### src/rtl/pipelined_block_adder_if.sv
// Operand/result bundle for pipelined_block_adder.
//   in_valid / in_ready   : operand handshake (producer -> adder)
//   a, b, cy_in, sub      : operands, carry in (ignored for sub), op select
//   out_valid / out_ready : result handshake (adder -> consumer)
//   sum, cy_out, ovf      : result, carry out of MSB, signed overflow
// master = producer/consumer side, slave = the adder.
interface pipelined_block_adder_if #(
  parameter int WIDTH = 32
);
  logic             in_valid;
  logic             in_ready;
  logic [WIDTH-1:0] a;
  logic [WIDTH-1:0] b;
  logic             cy_in;
  logic             sub;
  logic             out_valid;
  logic             out_ready;
  logic [WIDTH-1:0] sum;
  logic             cy_out;
  logic             ovf;

  modport master (
    output in_valid, a, b, cy_in, sub, out_ready,
    input  in_ready, out_valid, sum, cy_out, ovf
  );

  modport slave (
    input  in_valid, a, b, cy_in, sub, out_ready,
    output in_ready, out_valid, sum, cy_out, ovf
  );
endinterface

### src/rtl/pipelined_block_adder.sv
// Pipelined block carry-lookahead adder/subtractor.
// A WIDTH-bit operation is split into WIDTH/BLOCK lookahead blocks; block k
// is resolved in stage k+1 and its carry is registered into the next stage.
// One operation per cycle; the whole pipe freezes while the output is
// presented and not taken.
// Ports:
//   clk   : rising-edge clock
//   rst_n : asynchronous active-low reset (clears control and datapath)
//   bus   : slave side of pipelined_block_adder_if (see interface header)
module pipelined_block_adder #(
  parameter int WIDTH = 32,
  parameter int BLOCK = 4
) (
  input  logic                    clk,
  input  logic                    rst_n,
  pipelined_block_adder_if.slave  bus
);

  localparam int NB = (BLOCK < 1) ? 1 : WIDTH / BLOCK;

  if (BLOCK < 1) begin : g_bad_block
    $error("pipelined_block_adder: BLOCK must be at least 1");
  end else if ((WIDTH % BLOCK) != 0) begin : g_bad_width
    $error("pipelined_block_adder: WIDTH must be a multiple of BLOCK");
  end

  // Lookahead block: every internal carry is a flat sum of generate terms
  // gated by the propagates above them, so no carry waits on its neighbour.
  // Returns {carry into top bit, carry out, sum bits}.
  function automatic logic [BLOCK+1:0] cla_block(
    input logic [BLOCK-1:0] x,
    input logic [BLOCK-1:0] y,
    input logic             cin
  );
    logic [BLOCK-1:0] g;
    logic [BLOCK-1:0] p;
    logic [BLOCK:0]   c;
    logic             t;
    g    = x & y;
    p    = x ^ y;
    c    = '0;
    c[0] = cin;
    for (int i = 0; i < BLOCK; i++) begin
      t = cin;
      for (int j = 0; j <= i; j++) t = t & p[j];
      c[i+1] = t;
      for (int j = 0; j <= i; j++) begin
        t = g[j];
        for (int m = j + 1; m <= i; m++) t = t & p[m];
        c[i+1] = c[i+1] | t;
      end
    end
    return {c[BLOCK-1], c[BLOCK], p ^ c[BLOCK-1:0]};
  endfunction

  // Stage registers, index k holds the state after block k is resolved.
  logic [WIDTH-1:0] a_p   [NB];
  logic [WIDTH-1:0] b_p   [NB];
  logic [WIDTH-1:0] sum_p [NB];
  logic             cy_p  [NB];
  logic             vld_p [NB];
  logic             ovf_p;

  // Inputs seen by each block and the merged partial sum it produces.
  logic [WIDTH-1:0] op_a     [NB];
  logic [WIDTH-1:0] op_b     [NB];
  logic [WIDTH-1:0] part_sum [NB];
  logic [WIDTH-1:0] new_sum  [NB];
  logic             op_c     [NB];
  logic             op_v     [NB];
  logic [BLOCK+1:0] blk      [NB];
  logic             stall;

  assign stall = vld_p[NB-1] & ~bus.out_ready;

  always_comb begin
    // Stage 0 boundary: operands straight from the bus; subtraction is
    // a + ~b + 1, so the carry in is forced high and cy_in is dropped.
    op_a[0]     = bus.a;
    op_b[0]     = bus.sub ? ~bus.b : bus.b;
    op_c[0]     = bus.sub | bus.cy_in;
    part_sum[0] = '0;
    op_v[0]     = bus.in_valid;
    for (int k = 1; k < NB; k++) begin
      op_a[k]     = a_p[k-1];
      op_b[k]     = b_p[k-1];
      op_c[k]     = cy_p[k-1];
      part_sum[k] = sum_p[k-1];
      op_v[k]     = vld_p[k-1];
    end
    for (int k = 0; k < NB; k++) begin
      blk[k]     = cla_block(op_a[k][k*BLOCK +: BLOCK],
                             op_b[k][k*BLOCK +: BLOCK], op_c[k]);
      new_sum[k] = part_sum[k];
      new_sum[k][k*BLOCK +: BLOCK] = blk[k][BLOCK-1:0];
    end
  end

  always_ff @(posedge clk or negedge rst_n) begin
    if (!rst_n) begin
      for (int k = 0; k < NB; k++) begin
        vld_p[k] <= 1'b0;
        a_p[k]   <= '0;
        b_p[k]   <= '0;
        sum_p[k] <= '0;
        cy_p[k]  <= 1'b0;
      end
      ovf_p <= 1'b0;
    end else if (!stall) begin
      // Stage k+1 boundary: block k resolved. Data only loads behind a
      // valid op so the output holds its last result while idle.
      for (int k = 0; k < NB; k++) begin
        vld_p[k] <= op_v[k];
        if (op_v[k]) begin
          a_p[k]   <= op_a[k];
          b_p[k]   <= op_b[k];
          sum_p[k] <= new_sum[k];
          cy_p[k]  <= blk[k][BLOCK];
        end
      end
      // Last stage boundary: overflow from carry into vs. out of the MSB.
      if (op_v[NB-1]) ovf_p <= blk[NB-1][BLOCK+1] ^ blk[NB-1][BLOCK];
    end
  end

  assign bus.in_ready  = ~stall;
  assign bus.out_valid = vld_p[NB-1];
  assign bus.sum       = sum_p[NB-1];
  assign bus.cy_out    = cy_p[NB-1];
  assign bus.ovf       = ovf_p;

endmodule

### src/flat_wrapper.sv
// flat-port wrapper written by rule: the top's interface ports become plain ports
module pipelined_block_adder_flat 
#(
  parameter int WIDTH = 32,
  parameter int BLOCK = 4
)
  (clk, rst_n, bus_in_valid, bus_a, bus_b, bus_cy_in, bus_sub, bus_out_ready, bus_in_ready, bus_out_valid, bus_sum, bus_cy_out, bus_ovf);
  pipelined_block_adder_if #(.WIDTH(WIDTH)) bus_i ();
  input  logic clk;
  input  logic rst_n;
  input wire logic [$bits(bus_i.in_valid)-1:0] bus_in_valid;
  input wire logic [$bits(bus_i.a)-1:0] bus_a;
  input wire logic [$bits(bus_i.b)-1:0] bus_b;
  input wire logic [$bits(bus_i.cy_in)-1:0] bus_cy_in;
  input wire logic [$bits(bus_i.sub)-1:0] bus_sub;
  input wire logic [$bits(bus_i.out_ready)-1:0] bus_out_ready;
  output wire logic [$bits(bus_i.in_ready)-1:0] bus_in_ready;
  output wire logic [$bits(bus_i.out_valid)-1:0] bus_out_valid;
  output wire logic [$bits(bus_i.sum)-1:0] bus_sum;
  output wire logic [$bits(bus_i.cy_out)-1:0] bus_cy_out;
  output wire logic [$bits(bus_i.ovf)-1:0] bus_ovf;
  assign bus_i.in_valid = bus_in_valid;
  assign bus_i.a = bus_a;
  assign bus_i.b = bus_b;
  assign bus_i.cy_in = bus_cy_in;
  assign bus_i.sub = bus_sub;
  assign bus_i.out_ready = bus_out_ready;
  assign bus_in_ready = bus_i.in_ready;
  assign bus_out_valid = bus_i.out_valid;
  assign bus_sum = bus_i.sum;
  assign bus_cy_out = bus_i.cy_out;
  assign bus_ovf = bus_i.ovf;
  pipelined_block_adder #(.WIDTH(WIDTH), .BLOCK(BLOCK)) u_core (.clk(clk), .rst_n(rst_n), .bus(bus_i));
endmodule
### config.mk
export PLATFORM = sky130hd
export DESIGN_NAME = pipelined_block_adder_flat
export DESIGN_NICKNAME = d
export VERILOG_FILES = /design/src/rtl/pipelined_block_adder_if.sv /design/src/rtl/pipelined_block_adder.sv /design/src/flat_wrapper.sv
export SDC_FILE = /design/constraint.sdc
export NUM_CORES = 1
export LEC_CHECK = 0
export ABC_AREA = 0
export BUFFER_PORTS_ARGS = -buffer_cell sky130_fd_sc_hd__buf_2
export CORE_ASPECT_RATIO = 0.8
export CORE_MARGIN = 3
export CORE_UTILIZATION = 25
export DETAILED_ROUTE_END_ITERATION = 10
export SLEW_MARGIN = 20
export SYNTH_ARGS = -nofsm -noshare
export SYNTH_HDL_FRONTEND = slang
export SYNTH_SLANG_ARGS = --single-unit
### constraint.sdc
create_clock -name clk -period 1.7 [get_ports clk]
set_input_delay 0.51 -clock clk [delete_from_list [all_inputs] [get_ports clk]]
set_output_delay 0.51 -clock clk [all_outputs]
set_load 0.01 [all_outputs]
# ---- Word level (Yosys, flattened, before mapping)
# Index checks and enable logic that the tools add are counted.
dict set report totals {
  register_bits 609
  inputBits 70
  out_inout_bits 36
  word_cells 238
}
dict set report classes {
  n_mux 1
  bitwise 190
  n_reduce_logical 8
}
# op count
set ops {}
lappend ops {{1-bit AND} 81}
lappend ops {{1-bit bitwise OR} 81}
lappend ops {{4-bit XOR} 16}
lappend ops {{4-bit AND} 8}
lappend ops {{32-bit 2-to-1 mux} 1}
lappend ops {{32-bit NOT} 1}
lappend ops {{2-bit AND reduction} 8}
lappend ops {{1-bit NOT} 2}
lappend ops {{1-bit XOR} 1}

# ---- Longest topological paths before layout
dict set report logic_depth {
  word_depth 11
  mapped_depth 8
  depth_no_buf 6
}

# ---- Worst setup path before layout
# No wires, ideal clock.
dict set report synth_path {
  path_type {input -> register}
  start {in bus_sub}
  end {reg u_core.cy_p[7] (netlist bit)}
  setup_ns 0.124
  arrival_ns 2.247
  t_required_ns 1.576
  slack_ns -0.671
  stages 8
  n_path_buf 2
  cell_sequence {clkbuf_1 -> buf_2 -> xor2_1 -> ha_1 -> ha_1 -> o211a_1 -> o21a_1 -> o31a_1}
}
dict set report synth_via {
  elab_chain_len 10
  elab_cells_between_ends 18
  cone_classes {1 x mux; 17 x bitwise}
}
# item line
set synth_rtl {}
lappend synth_rtl {{start: declaration} flat_wrapper.sv:15} ;# input wire logic [$bits(bus_i.sub)-1:0] bus_sub;
lappend synth_rtl {{32-bit 2-to-1 mux} pipelined_block_adder.sv:80} ;# op_b[0] = bus.sub ? ~bus.b : bus.b;
lappend synth_rtl {{4-bit XOR} pipelined_block_adder.sv:40} ;# p = x ^ y;
lappend synth_rtl {{1-bit AND (4 in series)} pipelined_block_adder.sv:45} ;# for (int j = 0; j <= i; j++) t = t & p[j];
lappend synth_rtl {{1-bit bitwise OR (3 in series)} pipelined_block_adder.sv:50} ;# c[i+1] = c[i+1] | t;
lappend synth_rtl {{1-bit bitwise OR *} pipelined_block_adder.sv:50}
lappend synth_rtl {{end signal: indexed assignment} pipelined_block_adder.sv:118} ;# cy_p[k] <= blk[k][BLOCK];
lappend synth_rtl {{end: declaration} pipelined_block_adder.sv:60} ;# logic cy_p [NB];
# Every way passes the cells marked *; elsewhere a longest branch is shown, timed or not.
# A chain may end at the register's enable or synchronous reset.

# ---- Final worst setup path
dict set report layout_path {
  start {reg u_core.vld_p (netlist bit u_core.bus.out_valid)}
  end {out bus_in_ready}
}
dict set report layout_via {
  elab_chain_len 2
}
# item line
set layout_rtl {}
lappend layout_rtl {{start: declaration} pipelined_block_adder.sv:61} ;# logic vld_p [NB];
lappend layout_rtl {{start signal: indexed assignment} pipelined_block_adder.sv:113} ;# vld_p[k] <= op_v[k];
lappend layout_rtl {{1-bit AND} pipelined_block_adder.sv:74} ;# assign stall = vld_p[NB-1] & ~bus.out_ready;
lappend layout_rtl {{1-bit NOT (no source line)} --}
lappend layout_rtl {{end: declaration} flat_wrapper.sv:17} ;# output wire logic [$bits(bus_i.in_ready)-1:0] bus_in_ready;
# No other way between the ends.

==> key figures <==
Yosys
  – Yosys reg bits: 385
  – Leading area contributor after synthesis: dfrtp_1
  – Distinct cells, synth: 33
  – Synth cell count leaders: dfrtp_1, mux2_2, o21ai_0
  – Synth area leaders: dfrtp_1, mux2_2, ha_1, o21ai_0, xnor2_1
  – Syn Inst Count: 1,059
  – Top-count cell post-synth: dfrtp_1
  – Synth warn: 0
  – Synth Area per Inst: 14.9 um2
  – Yosys top cell area share: 0.609
  – Number of flops mapped to enable cells by yosys: 0
  – Prevailing post-synth register cell: dfrtp_1
  – Asr flop ratio synth: 1.00
  – Syn Nets: 1,177
  – Mapped Area: about 16,000 um2
  – Seq/Total Area, Yosys: 0.609

Worst setup path
  – Worst-path fanout max: 4
  – CP Launch Type: register
  – WS Path Type: reg2out
  – Setup crit end kind: primary output
  – Crit path DAT: approximately 1.5 ns
  – Worst Path Required: 1.19 ns

STA
  – Clock skew: 0.0194 ns
  – Tmin final: 1.96 ns
  – Setup TNS: -17.47 ns
  – RSZ-0062 raised after global routing: true
  – Worst Tran Pin Value: between 0.8 and 0.9 ns
  – Final worst setup slack: -0.256 ns
  – Hold WS: between 0.2 and 0.25 ns
  – Final hold viol count: 0
  – Finish-stage setup viols: between 150 and 200
  – Fmax: a little over 500 MHz
  – Rel. slew slack: 0.452
  – Period utilization: 1.15
  – Final slew viol count: 0

Floorplanning
  – Initial Util: 0.256
  – Die Area: 66,400 um2
  – FP Rows: between 80 and 90
  – Die Width: ~290 um
  – IO Count: roughly 110
  – Core ar.: between 60,000 and 70,000 um2
  – Die Span Y: 231 um

Power
  – Leakage: 9.06 nW
  – Power density over the cells: 2000 nW/um2
  – Tot Pwr: between 40 and 50 mW
  – VDD IR max: 0.864 mV

Place
  – Area after DPL: 17,900 um2
  – Gp weighted congestion: 0.743
  – Cells after DPL: 2,013
  – Place WS: -0.452 ns
  – HPWL after DPL: about 24,000 um
  – Port Buffers: 105

Global routing
  – GRT Util Overall: 0.108
  – Global route overflow: 0
  – Vias in the first global route: just under 10,000
  – First-pass GRT wire length: 56,800 um
  – Initial antenna violation count: 7
  – Largest net degree at the start of global routing: 42

Clocking
  – Clk_lat worst skew: ~0.54 ns
  – Root Buffer: clkbuf_16
  – CTS Buffer Depth: 3
  – Total CTS buffers: 42
  – CTS Sinks: 385
  – CTS tree: yes
  – H-Tree Depth: 2
  – Reg clk slew, reported paths: approximately 0.06 ns

Status
  – Status: finished, violations left
  – Failing checks: setup timing

Cells and area
  – Final net count: 1,377
  – Non-filler instance count after layout: ~2,100
  – Area growth, synth to finish: 26.6%
  – Share of layout cells above drive strength 1: 0.467
  – Final core occ: 0.323
  – Fillers: 6,076
  – Design area: 20,000 um2

Worst hold path
  – Worst hold path class: in2reg

Detailed routing
  – Via count: a little over 9,000
  – Antenna Nets Post-Route: 0
  – Starting DRT DRC Count: ~290
  – DRT Wirelength: 35,600 um
  – WL/cell: 16.8 um
  – DRC viols: 0
  – Pre-Repair DR Iteration Count: 4
  – Avg Vias per Cell: between 4 and 5

Run
  – Max-Cap Viols: 0
cell usage in the layout, fill, tap and decap left out, drive strengths merged:
master / Yosys / layout
fa: 8 / 8
xor2: 5 / 5
or2: 1 / 1
buf: 37 / 198
a21boi: 1 / 1
clkinv: 0 / 4
o211a: 8 / 8
dlygate4sd3: 0 / 1
nor2b: 1 / 1
inv: 12 / 14
diode: 0 / 1
o211ai: 1 / 1
o21ai: 98 / 98
nor2: 8 / 10
nand2: 9 / 9
dfrtp: 385 / 385
xnor2: 35 / 35
bufinv: 0 / 2
clkbuf: 12 / 68
o31ai: 16 / 16
a21o: 16 / 16
o21a: 23 / 23
a21oi: 2 / 2
nand3: 1 / 1
ha: 40 / 40
nor3: 16 / 16
mux2: 315 / 315
bufbuf: 0 / 1
a31oi: 1 / 1
o31a: 8 / 8
worst max-delay path, stage by stage, from the launching register on:
cell and delay, ns:
dfrtp_1 0.34, nor2b_4 0.16, buf_12 0.16, inv_16 0.03
buf_8 0.11, buf_6 0.11
where the power goes:
group / internal (mW) / switching [mW]
Clock: 5.38 / 3.49
Sequential: 13.6 / 2.67
Combinational: 8.91 / 6.11
Total: 27.8 / 12.3
per-layer routing:
layer / vias to the layer above / track usage / wire [um]
li1: 4221 / - / -
met1: 4631 / 0.157 / 17700
met2: 142 / 0.160 / 15200
met3: 61 / 0.0275 / 1880
met4: 12 / 0.0250 / 684
met5: - / 0 / 71
layout make-up:
cell class	instances	area (um2)	share of cell area
flip-flops and latches	385	9630	0.481
multi-input cells	615	6180	0.309
repair buffers	203	1750	0.0874
clock buffers	65	1260	0.0629
well taps	830	1040	0.0519
clock inverters	8	97.6	0.00487
inverters	12	61.3	0.00306
diodes	1	2.50	0.000125
kinds of logic after synthesis:
group                    share of synthesized area
AO/OA/AOI/OAI                               0.0686
XOR/XNOR                                    0.0221
adder cells (fa/ha/maj)                     0.0417
buffers and inverters                       0.0226
flip-flops                                   0.609
multiplexers                                 0.224
AND/OR/NAND/NOR                             0.0119
registers in the layout (all words and copies together) (netlist names):
register and flops:
u_core.a_p 112, u_core.b_p 112, u_core.new_sum 112, u_core.bus.sum 32, u_core.cy_p 7, u_core.op_v 7, u_core.bus.cy_out 1, u_core.bus.out_valid 1
u_core.bus.ovf 1
repair_timing:
item,CTS,global route
hold buffers,1,0
endpoints found under the hold margin,26,0
pin swaps,4,2
gates resized for setup,81,35
setup endpoints to repair,98,363
setup buffers,22,1
gates cloned,6,3
path summary, 6_finish.rpt:
kind,startpoint,cells after the start,slack (ns),endpoint
max,u_core.bus.out_valid,5,-0.26,bus_in_ready
min,bus_a[6],2,0.21,u_core.a_p[230]
max reg2reg,u_core.bus.out_valid,9,-0.22,u_core.a_p[187]
min reg2reg,u_core.b_p[186],1,0.50,u_core.b_p[154]
max in group asynchronous,rst_n,3,0.52,u_core.new_sum[4]
min in group asynchronous,rst_n,2,0.56,u_core.new_sum[46]
Note: power is estimated with default switching activity, not from simulation.
